`src/rtl/ula_multiciclo.sv`:
```
// ula_multiciclo: multi-cycle ALU for the nRisc datapath.
// Single-cycle ops take CALC+FIM; mult iterates one partial product per cycle.
// All results and flags are registered and only update on the done cycle.
module ula_multiciclo #(
   parameter int WIDTH = 8
) (
   input  logic             clock,
   input  logic             reset,
   input  logic             start,
   input  logic [2:0]       op,
   input  logic [WIDTH-1:0] A,
   input  logic [WIDTH-1:0] B,
   output logic [WIDTH-1:0] F,
   output logic             igual,
   output logic             menor,
   output logic             ovf,
   output logic             busy,
   output logic             done
);

   localparam int CW = $clog2(WIDTH);

   typedef enum logic [1:0] {
      OCIOSO = 2'd0,
      CALC   = 2'd1,
      FIM    = 2'd2
   } estado_t;

   estado_t            estado_r;
   logic [2:0]         op_r;
   logic [WIDTH-1:0]   a_r;
   logic [WIDTH-1:0]   b_r;
   logic [WIDTH-1:0]   res_r;
   logic               ovf_r;
   logic [2*WIDTH-1:0] acc_r;
   logic [CW-1:0]      cnt_r;

   logic [WIDTH-1:0]   soma_s;
   logic [WIDTH-1:0]   sub_s;
   logic [WIDTH-1:0]   res_s;
   logic               ovf_s;
   logic               igual_s;
   logic               menor_s;
   logic [2*WIDTH-1:0] pp_s;

   // Signed overflow of a+b: operands agree in sign, result disagrees.
   function automatic logic ovf_add(input logic sa, input logic sb, input logic sr);
      return (sa == sb) && (sr != sa);
   endfunction

   // Signed overflow of a-b: operands differ in sign, result differs from a.
   function automatic logic ovf_sub(input logic sa, input logic sb, input logic sr);
      return (sa != sb) && (sr != sa);
   endfunction

   // Datapath for the single-cycle ops, the compare flags and the current partial product.
   always_comb begin
      soma_s  = a_r + b_r;
      sub_s   = a_r - b_r;
      igual_s = (a_r == b_r);
      menor_s = ($signed(a_r) < $signed(b_r));
      res_s   = {WIDTH{1'b0}};
      ovf_s   = 1'b0;
      if (b_r[cnt_r]) begin
         pp_s = {{WIDTH{1'b0}}, a_r} << cnt_r;
      end else begin
         pp_s = {(2*WIDTH){1'b0}};
      end
      case (op_r)
         3'b000: begin
            res_s = soma_s;
            ovf_s = ovf_add(a_r[WIDTH-1], b_r[WIDTH-1], soma_s[WIDTH-1]);
         end
         3'b001: begin
            res_s = sub_s;
            ovf_s = ovf_sub(a_r[WIDTH-1], b_r[WIDTH-1], sub_s[WIDTH-1]);
         end
         3'b010:  res_s = a_r & b_r;
         3'b011:  res_s = a_r | b_r;
         3'b100:  res_s = {{(WIDTH-1){1'b0}}, igual_s};
         3'b101:  res_s = a_r ^ b_r;
         3'b111:  res_s = {{(WIDTH-1){1'b0}}, menor_s};
         default: res_s = {WIDTH{1'b0}};
      endcase
   end

   // Control FSM with operand capture, mult accumulation and registered outputs.
   always_ff @(posedge clock) begin
      if (reset) begin
         estado_r <= OCIOSO;
         op_r     <= 3'b000;
         a_r      <= {WIDTH{1'b0}};
         b_r      <= {WIDTH{1'b0}};
         res_r    <= {WIDTH{1'b0}};
         ovf_r    <= 1'b0;
         acc_r    <= {(2*WIDTH){1'b0}};
         cnt_r    <= {CW{1'b0}};
         F        <= {WIDTH{1'b0}};
         igual    <= 1'b0;
         menor    <= 1'b0;
         ovf      <= 1'b0;
         busy     <= 1'b0;
         done     <= 1'b0;
      end else begin
         case (estado_r)
            OCIOSO: begin
               done <= 1'b0;
               if (start) begin
                  op_r     <= op;
                  a_r      <= A;
                  b_r      <= B;
                  acc_r    <= {(2*WIDTH){1'b0}};
                  cnt_r    <= {CW{1'b0}};
                  busy     <= 1'b1;
                  estado_r <= CALC;
               end else begin
                  busy <= 1'b0;
               end
            end
            CALC: begin
               if (op_r == 3'b110) begin
                  acc_r <= acc_r + pp_s;
                  if (cnt_r == CW'(WIDTH-1)) begin
                     estado_r <= FIM;
                  end else begin
                     cnt_r <= cnt_r + {{(CW-1){1'b0}}, 1'b1};
                  end
               end else begin
                  res_r    <= res_s;
                  ovf_r    <= ovf_s;
                  estado_r <= FIM;
               end
            end
            FIM: begin
               done  <= 1'b1;
               igual <= igual_s;
               menor <= menor_s;
               if (op_r == 3'b110) begin
                  F   <= acc_r[WIDTH-1:0];
                  ovf <= |acc_r[2*WIDTH-1:WIDTH];
               end else begin
                  F   <= res_r;
                  ovf <= ovf_r;
               end
               cnt_r    <= {CW{1'b0}};
               estado_r <= OCIOSO;
            end
            default: begin
               estado_r <= OCIOSO;
               busy     <= 1'b0;
               done     <= 1'b0;
            end
         endcase
      end
   end

endmodule

```
`config.mk`:
```
export PLATFORM = sky130hd
export DESIGN_NAME = ula_multiciclo
export DESIGN_NICKNAME = d
export VERILOG_FILES = /design/src/rtl/ula_multiciclo.sv
export SDC_FILE = /design/constraint.sdc
export NUM_CORES = 1
export LEC_CHECK = 0
export CORE_UTILIZATION = 52
export DETAILED_ROUTE_END_ITERATION = 16
export HOLD_SLACK_MARGIN = 0.1
export PLACE_DENSITY = 0.76
export SLEW_MARGIN = 20
export SYNTH_ARGS = -nofsm -noshare
export SYNTH_HDL_FRONTEND = slang
export SYNTH_SLANG_ARGS = --single-unit
```
`constraint.sdc`:
```
create_clock -name clock -period 8.13 [get_ports clock]
set_input_delay 1.626 -clock clock [delete_from_list [all_inputs] [get_ports clock]]
set_output_delay 1.626 -clock clock [all_outputs]
set_load 0.005 [all_outputs]
```
== After elaboration in Yosys (flattened, before gate mapping) ==
Cells that the tools add are included.
W data, S select, Z words.
Word-level totals
  word-level logic and storage cells: 78
  register bits after elaboration: 62
  input port bits: 22
  output and inout bits: 13
Cells by class
  add/subtract/negate cells: 4
  bitwise gates (word level): 4
  muxes and demuxes: 21
  $lt $le $gt $ge: 2
  reductions and logical operators: 13
  shift-type cells: 1
  eq/ne operators: 19
Operator list (number)
  $pmux W8 S7: 1
  $mux W16: 3
  $pmux W16 S2: 1
  $add A16 B16 Y16: 1
  $shl A8 B3 Y16: 1
  $eq A3 B3 Y1 const B: 5
  $mux W3: 3
  $pmux W3 S3: 1
  $add A8 B8 Y8: 1
  $and A8 B8 Y8: 1
  $eq A8 B8 Y1: 1
  $lt A8 B8 Y1: 1
  $mux W8: 1
  $or A8 B8 Y8: 1
  $reduce_or A8 Y1: 1
  $sub A8 B8 Y8: 1
  $xor A8 B8 Y8: 1
  $eq A3 B2 Y1 const B: 2
  $mux W2: 3
  $ne A2 B2 Y1 const B: 3
  $pmux W1 S2: 3
  $reduce_and A2 Y1: 3
  $lt A3 B4 Y1 const B: 1
  $pmux W2 S2: 1
  other kinds (18): 23

== Depth between registers and ports, before layout ==
Gate-level depths: netlist of run 1.
  depth after elaboration: 6
  depth in mapped cells: 15
  depth with buffers taken out: 13

== Least setup slack after synthesis of run 1 ==
Ideal clock, no wire load.
  path type: register to register
  from: register cnt_r[0]
  to: register acc_r[11]
  buffers on the path: 3
  setup time: 0.117 ns
  clock period less this slack: 3.109 ns
  arrival time: 2.992 ns
  data required time: 8.013 ns
  path slack: 5.021 ns
  cell stages (with the launch flop): 15
  path through: dfxtp_1 buf_2 mux4_2 nand2b_1 and2_1 clkbuf_1 nor2_1 ha_1 clkbuf_1 a21oi_1 o21ai_0 a31o_2 or2_2 xor2_1 a22o_1
Between the ends
  word-level cells in the longest chain between the ends: 6
  elaborated cells on any way between the ends: 7
  those cells by class: add/sub: 1; shift: 1; mux: 5
Ends and longest elaborated chain
  from (decl): RTL line 36  | logic [CW-1:0] cnt_r;
  from (signal assigned): RTL line 97  | cnt_r <= {CW{1'b0}};
  from (signal assigned): RTL line 113  | cnt_r <= {CW{1'b0}};
  from (signal assigned): RTL line 126  | cnt_r <= cnt_r + {{(CW-1){1'b0}}, 1'b1};
  $bmux W1 S3: RTL line 64  | if (b_r[cnt_r]) begin
  $mux W1 (not written as such): RTL line 64
  $mux W16 (*): RTL line 64
  $add A16 B16 Y16 (*): RTL line 122  | acc_r <= acc_r + pp_s;
  $mux W16 (*): RTL line 121  | if (op_r == 3'b110) begin
  $pmux W16 S2 (*): RTL line 105  | case (estado_r)
  to (signal assigned): RTL line 96  | acc_r <= {(2*WIDTH){1'b0}};
  to (signal assigned): RTL line 112  | acc_r <= {(2*WIDTH){1'b0}};
  to (signal assigned): RTL line 122
  to (decl): RTL line 35  | logic [2*WIDTH-1:0] acc_r;
Every way passes the cells marked *; elsewhere a longest branch is shown, timed or not. The select of a mux whose other input is x is not followed.
A chain may end at the register's enable or synchronous reset.

== Final worst setup path of run 1 ==
  from: register cnt_r[1]
  to: register acc_r[12]
Same word-level chain as after synthesis.

==> impl_metrics.env, run 1 <==
export IMPL_status="finished, violations left"
export IMPL_failed_checks="DRC"
export IMPL_peakVddDrop_mv=0.145
export IMPL_drt_antenna_violating_nets=0
export IMPL_root_driver="clkbuf_8"
export IMPL_top_level_ports=35
export IMPL_worst_skew_pair_late_latency_ns=0.34
export IMPL_max_clock_freq_mhz=273
export IMPL_finalCriticalPeriod_ns=3.66
export IMPL_max_cap_viol_count=0
export IMPL_cts_made_buffers=9
export IMPL_ys_seq_elements=62
export IMPL_avgViaCountPerCell=6.22
export IMPL_final_hold_worst_slack_ns=0.464
export IMPL_routed_via_count=4617
export IMPL_post_cts_hold_buffer_count=0
export IMPL_end_kind="register"
export IMPL_synth_sequential_area_ratio_pct=26.0
export IMPL_power_density_nw_per_um2=188
export IMPL_grt_util_met3_pct=4.65
export IMPL_design_die_area_um2=9560
export IMPL_final_max_slew_viol_count=0
export IMPL_synthesis_yosys_warnings=0
export IMPL_crit_path_start="cnt_r[1]"
export IMPL_drt_first_pass_iters=11
export IMPL_rr_startpoint="cnt_r[1]"
export IMPL_synth_nets=695
export IMPL_worstPathMaxFanout=21
export IMPL_gp_routability_congestion=0.887
export IMPL_synth_async_sr_flop_share_pct=0
export IMPL_synthFlopType="dfxtp_1"
export IMPL_htree_levels=3
export IMPL_maxSlewHeadroom_pct=34.3
export IMPL_commonest_cells_post_synth="nand2_1 (81), nor2_1 (65), dfxtp_1 (62)"
export IMPL_layout_drive_gt1_share_pct=5.36
export IMPL_worstMarginPinSlew_ns=0.986
export IMPL_buffer_ports_inserted=34
export IMPL_busiest_layer="met2"
export IMPL_post_synth_main_area_contributors="dfxtp_1 (26%), ha_1 (13%), nand2_1 (6.4%)"
export IMPL_yosys_cell_types_count=74
export IMPL_clock_path_buffers=2
export IMPL_count_leader_synth="nand2_1"
export IMPL_combined_area_of_all_synthesized_cells_um2=4770
export IMPL_globalRoute_totalOverflow=0
export IMPL_clk_transition_reported_paths_ns=0.07
export IMPL_fin_clk_skew_ns=0.00510
export IMPL_postSynthAreaPerCell_um2=7.68
export IMPL_routedWlPerCell_um=17.2
export IMPL_floorplan_die_width_um=97.8
export IMPL_number_of_enable_type_register_cells_in_the_synthesized_netlist=0
export IMPL_grt_first_pass_wirelength_mm=20.9
export IMPL_floorplan_initialDensity_pct=54.2
export IMPL_setup_worst_path_start_class="register"
export IMPL_grt_start_max_net_pins=53
export IMPL_grt_util_met1_pct=37.3
export IMPL_timing_final_hold_violations=0
export IMPL_number_of_sinks_on_the_clock_net=62
export IMPL_synth_cells=621
export IMPL_core_region_area_um2=8810
export IMPL_static_leakage_nw=2.12
export IMPL_drt_initial_drc_count=382
export IMPL_post_synth_top_area_fraction_pct=26.0
export IMPL_die_height_um=97.8
export IMPL_std_cell_rows=34
export IMPL_hold_start="ovf_r"
export IMPL_dp_cells=726
export IMPL_arrival_ns=3.90
export IMPL_final_instance_count_excl_fill=742
export IMPL_antenna_found_initial=0
export IMPL_antenna_cells=0
export IMPL_hold_class="reg -> reg"
export IMPL_wire_length_reported_by_the_detailed_router_mm=12.8
export IMPL_setup_viol_count_final=0
export IMPL_grt_setup_unrepaired="no"
export IMPL_post_synth_top_area_cell="dfxtp_1"
export IMPL_timing_worst_setup_path_type="reg -> reg"
export IMPL_final_core_utilization_pct=59.9
export IMPL_detail_route_drc_violations=10
export IMPL_grt_util_met2_pct=43.9
export IMPL_fin_crit_sh_pct=45.0
export IMPL_critical_path_required_ns=8.37
export IMPL_grt_pass1_vias=4233
export IMPL_global_route_usage_total_pct=27.2
export IMPL_dp_hpwl_mm=9.35
export IMPL_syn_to_final_growth_pct=10.5
export IMPL_cts_tree="yes"
export IMPL_num_nets_final=703
export IMPL_cts_setup_buffers=0
export IMPL_post_cts_resize_count=0
export IMPL_totalNegativeSetupSlack_ns=0
worst max-delay path, stage by stage, from the launching register on:
cell	delay [ns]
dfxtp_1	0.77
mux4_2	0.35
nand2b_1	0.11
nor4_1	0.24
ha_1	0.24
inv_1	0.06
fa_1	0.40
nor2b_1	0.17
o211ai_1	0.13
a31oi_1	0.48
o221ai_1	0.25
xnor2_1	0.17
a22o_1	0.19
cells in the final DEF, fill, tap and decap left out, drive strengths merged, types with 6 or more instances in the layout:
cell	synthesis	final
clkdlybuf4s50	0	33
ha	49	49
a22o	6	6
clkbuf	29	12
a22oi	8	8
a21o	8	8
a211oi	9	9
o21ai	25	25
dfxtp	62	62
or3	6	6
nor4	8	8
inv	33	33
a311oi	8	8
and3	6	6
nand3	16	16
nand2	81	81
nor3	7	7
mux2i	10	10
nor2	66	66
nand2b	12	12
a31oi	7	7
a21oi	61	61
xnor2	9	9
xor2	6	6
state kept, by name, summed over array words and instances, names as in the netlist, 2 cells and up:
signal,cells
F,8
a_r,8
acc_r,16
b_r,8
cnt_r,3
estado_r,2
op_r,3
res_r,8
final timing paths:
| kind | cells past startpoint | slack (ns) | end |
|---|---|---|---|
| hold / removal | 2 | 0.46 | ovf_r |
| hold reg to reg | 2 | 0.46 | ovf_r |
| setup / recovery | 12 | 4.47 | acc_r[12] |
| setup reg to reg | 12 | 4.47 | acc_r[12] |
cells by family (layout without fill, tap and decap cells):
family                   count (synthesis)  after routing  synth area share [%]
XOR/XNOR                                15             15                  2.75
buffers and inverters                   73             86                  6.21
AND/OR/NAND/NOR                        226            226                  22.3
flip-flops                              62             62                  26.0
multiplexers                            15             15                  3.75
AO/OA/AOI/OAI                          178            178                  24.9
adder cells (fa/ha/maj)                 52             52                  14.1
stage by stage:
step	power (mW)	area [um2]	setup slack (ns)
after floorplan	0.620	4770	5.02
after global placement	0.710	5090	4.67
after detailed placement	0.719	5090	4.55
after CTS	0.983	5270	4.54
after global routing	1.04	5270	4.23
final	0.988	5270	4.47
area by class of cell:
type,count,area (um2)
fill,823,3530
multi-input combinational,486,3230
sequential,62,1240
timing repair buffer,36,350
clock buffer,12,135
tap,108,135
inverter,34,128
clock inverter,4,47.5
report_power, final:
group / internal (mW) / leakage [nW] / switching [mW]
clock: 0.141 / 0.0904 / 0.128
combinational: 0.138 / 1.52 / 0.208
sequential: 0.337 / 0.505 / 0.0358
layer usage:
layer,part of all wire (%),up-vias,wire (um)
met5,0,-,0
li1,-,2235,-
met4,1.5,0,192
met1,45,2138,5790
met2,45,218,5790
met3,7.7,26,989
(Power assumes the default switching activity.)
==> inputs of run 2 (changes only) <==
--- a/config.mk
+++ b/config.mk
@@ -8,7 +8,7 @@
 export CORE_UTILIZATION = 52
 export DETAILED_ROUTE_END_ITERATION = 16
 export HOLD_SLACK_MARGIN = 0.1
-export PLACE_DENSITY = 0.76
+export PLACE_DENSITY = 0.79
 export SLEW_MARGIN = 20
 export SYNTH_ARGS = -nofsm -noshare
 export SYNTH_HDL_FRONTEND = slang
==> constraint.sdc (replaced) <==
create_clock -name clock -period 3 [get_ports clock]
set_input_delay 0.6 -clock clock [delete_from_list [all_inputs] [get_ports clock]]
set_output_delay 0.6 -clock clock [all_outputs]
set_load 0.005 [all_outputs]
==> impl_metrics.env, run 2 (synthesis results as in run 1) <==
export IMPL_fin_clk_skew_ns=0.0211
export IMPL_critPathSlowestCell="mux4_2"
export IMPL_maxSlewHeadroom_pct=41.5
export IMPL_worstMarginPinSlew_ns=0.878
export IMPL_status="finished, violations left"
export IMPL_regMostFlops="acc_r"
export IMPL_max_reg_flops=16
export IMPL_layout_drive_gt1_share_pct=13.7
export IMPL_max_clock_freq_mhz=348
export IMPL_power_density_nw_per_um2=487
export IMPL_buffer_ports_inserted=34
export IMPL_dp_hpwl_mm=9.98
export IMPL_grt_util_met2_pct=45.6
export IMPL_cts_tree="yes"
export IMPL_drt_first_pass_iters=12
export IMPL_cell_by_cell_trace_of_the_critical_path="mux4_2 -> nand2b_4 -> nor4_2 -> ha_2 -> inv_2 -> fa_2 -> nor2b_4 -> o211ai_1 -> a31oi_1 -> buf_4 -> o21a_1 -> or3_1 -> a32o_1"
export IMPL_clk_transition_reported_paths_ns=0.09
export IMPL_routed_via_count=4738
export IMPL_post_cts_hold_buffer_count=0
export IMPL_worstPathMaxFanout=5
export IMPL_antenna_found_initial=0
export IMPL_layout_cells_most_common_list="nand2_1 (81), nor2_1 (65), dfxtp_1 (59), a21oi_1 (59), ha_1 (48)"
export IMPL_crit_path_start="cnt_r[0]"
export IMPL_gp_routability_congestion=0.949
export IMPL_final_hold_worst_slack_ns=0.479
export IMPL_top_level_ports=35
export IMPL_core_region_area_um2=8810
export IMPL_filler_cell_count=770
export IMPL_die_height_um=97.8
export IMPL_grt_util_met1_pct=39.5
export IMPL_static_leakage_nw=2.34
export IMPL_busiest_layer="met2"
export IMPL_floorplan_die_width_um=97.8
export IMPL_critPathBufInv=2
export IMPL_drt_initial_drc_count=330
export IMPL_setup_viol_count_final=0
export IMPL_global_route_usage_total_pct=29.0
export IMPL_timing_final_hold_violations=0
export IMPL_syn_to_final_growth_pct=18.5
export IMPL_cpLargestDelayFamily="compound AO/OA/AOI/OAI gates"
export IMPL_peakVddDrop_mv=0.300
export IMPL_fin_crit_sh_pct=95.7
export IMPL_grt_setup_unrepaired="yes"
export IMPL_design_die_area_um2=9560
export IMPL_rr_startpoint="cnt_r[0]"
export IMPL_place_ws_ns=-0.0467
export IMPL_finalWorstSetupSlack_ns=0.128
export IMPL_detail_route_drc_violations=2
export IMPL_critical_path_required_ns=3.25
export IMPL_number_of_sinks_on_the_clock_net=62
export IMPL_antenna_cells=0
export IMPL_cts_made_buffers=9
export IMPL_max_cap_viol_count=0
export IMPL_num_nets_final=742
export IMPL_grt_first_pass_wirelength_mm=22.1
export IMPL_leading_cell_type_in_the_layout_fill_and_taps_excluded="nand2_1"
export IMPL_drt_antenna_violating_nets=0
export IMPL_worst_skew_pair_late_latency_ns=0.35
export IMPL_routedWlPerCell_um=16.8
export IMPL_grt_util_met3_pct=5.51
export IMPL_arrival_ns=3.13
export IMPL_hold_class="reg -> reg"
export IMPL_setup_worst_path_start_class="register"
export IMPL_floorplan_initialDensity_pct=54.2
export IMPL_grt_start_max_net_pins=34
export IMPL_clock_path_buffers=2
export IMPL_htree_levels=3
export IMPL_std_cell_rows=34
export IMPL_grt_pass1_vias=4477
export IMPL_critical_path_max_stage_delay_ns=0.53
export IMPL_hold_start="ovf_r"
export IMPL_globalRoute_totalOverflow=0
export IMPL_root_driver="clkbuf_8"
export IMPL_end_kind="register"
export IMPL_finalCriticalPeriod_ns=2.87
export IMPL_wire_length_reported_by_the_detailed_router_mm=13.1
export IMPL_avgViaCountPerCell=6.07
export IMPL_timing_worst_setup_path_type="reg -> reg"
export IMPL_failed_checks="DRC"
export IMPL_final_max_slew_viol_count=0
## run 2: final cells by class
| class | count | area, um2 | area share (%) |
|---|---|---|---|
| Multi-Input combinational cell | 486 | 3290 | 58.3 |
| Sequential cell | 62 | 1250 | 22.1 |
| Timing Repair Buffer | 75 | 654 | 11.6 |
| Tap cell | 108 | 135 | 2.39 |
| Inverter | 34 | 128 | 2.26 |
| Clock buffer | 9 | 124 | 2.19 |
| Clock inverter | 7 | 72.6 | 1.28 |
## run 2: worst paths after layout
check	endpoint	slack [ns]	depth (start not counted)
min	ovf_r	0.48	2
max reg2reg	acc_r[8]	0.13	13
max	acc_r[8]	0.13	13
min reg2reg	ovf_r	0.48	2
## run 2: where the power goes
group	internal [mW]	leakage (nW)	switching (mW)	total [mW]
Clock	0.384	0.0956	0.359	0.744
Combinational	0.425	1.74	0.604	1.03
Sequential	0.914	0.507	0.0658	0.980
Total	1.72	2.34	1.03	2.75
## run 2: worst min-delay path: cells and delay by family (launching register included)
family,cells,cell delay (ns)
simple gates,1,0.06
compound gates,1,0.05
flops,1,0.32
## run 2: metal layers
layer,wire [um],part of all wire (%)
met1,6030,46
met2,5810,44
met3,926,7.1
met4,363,2.8
met5,0,0
## run 2: stage by stage
stage / TNS (ns) / cell area [um2] / instances / power [mW] / util (%)
4_1_cts: 0 / 5580 / 780 / 2.74 / 63.3
2_1_floorplan: 0 / 4780 / 621 / 1.68 / -
5_1_grt: -0.0138 / 5660 / 781 / 2.92 / 64.2
3_3_place_gp: 0 / 5370 / 764 / 1.97 / 61.0
6_report: 0 / 5660 / 781 / 2.75 / 64.2
3_5_place_dp: -0.0529 / 5370 / 764 / 2.00 / 61.0
## run 2: what timing repair did
item | in CTS | in global routing
resized for setup | 2 | 22
pin swaps | 0 | 6
buffers inserted | 0 | 1
gates cloned | 0 | 0
setup endpoints to repair | 2 | 9
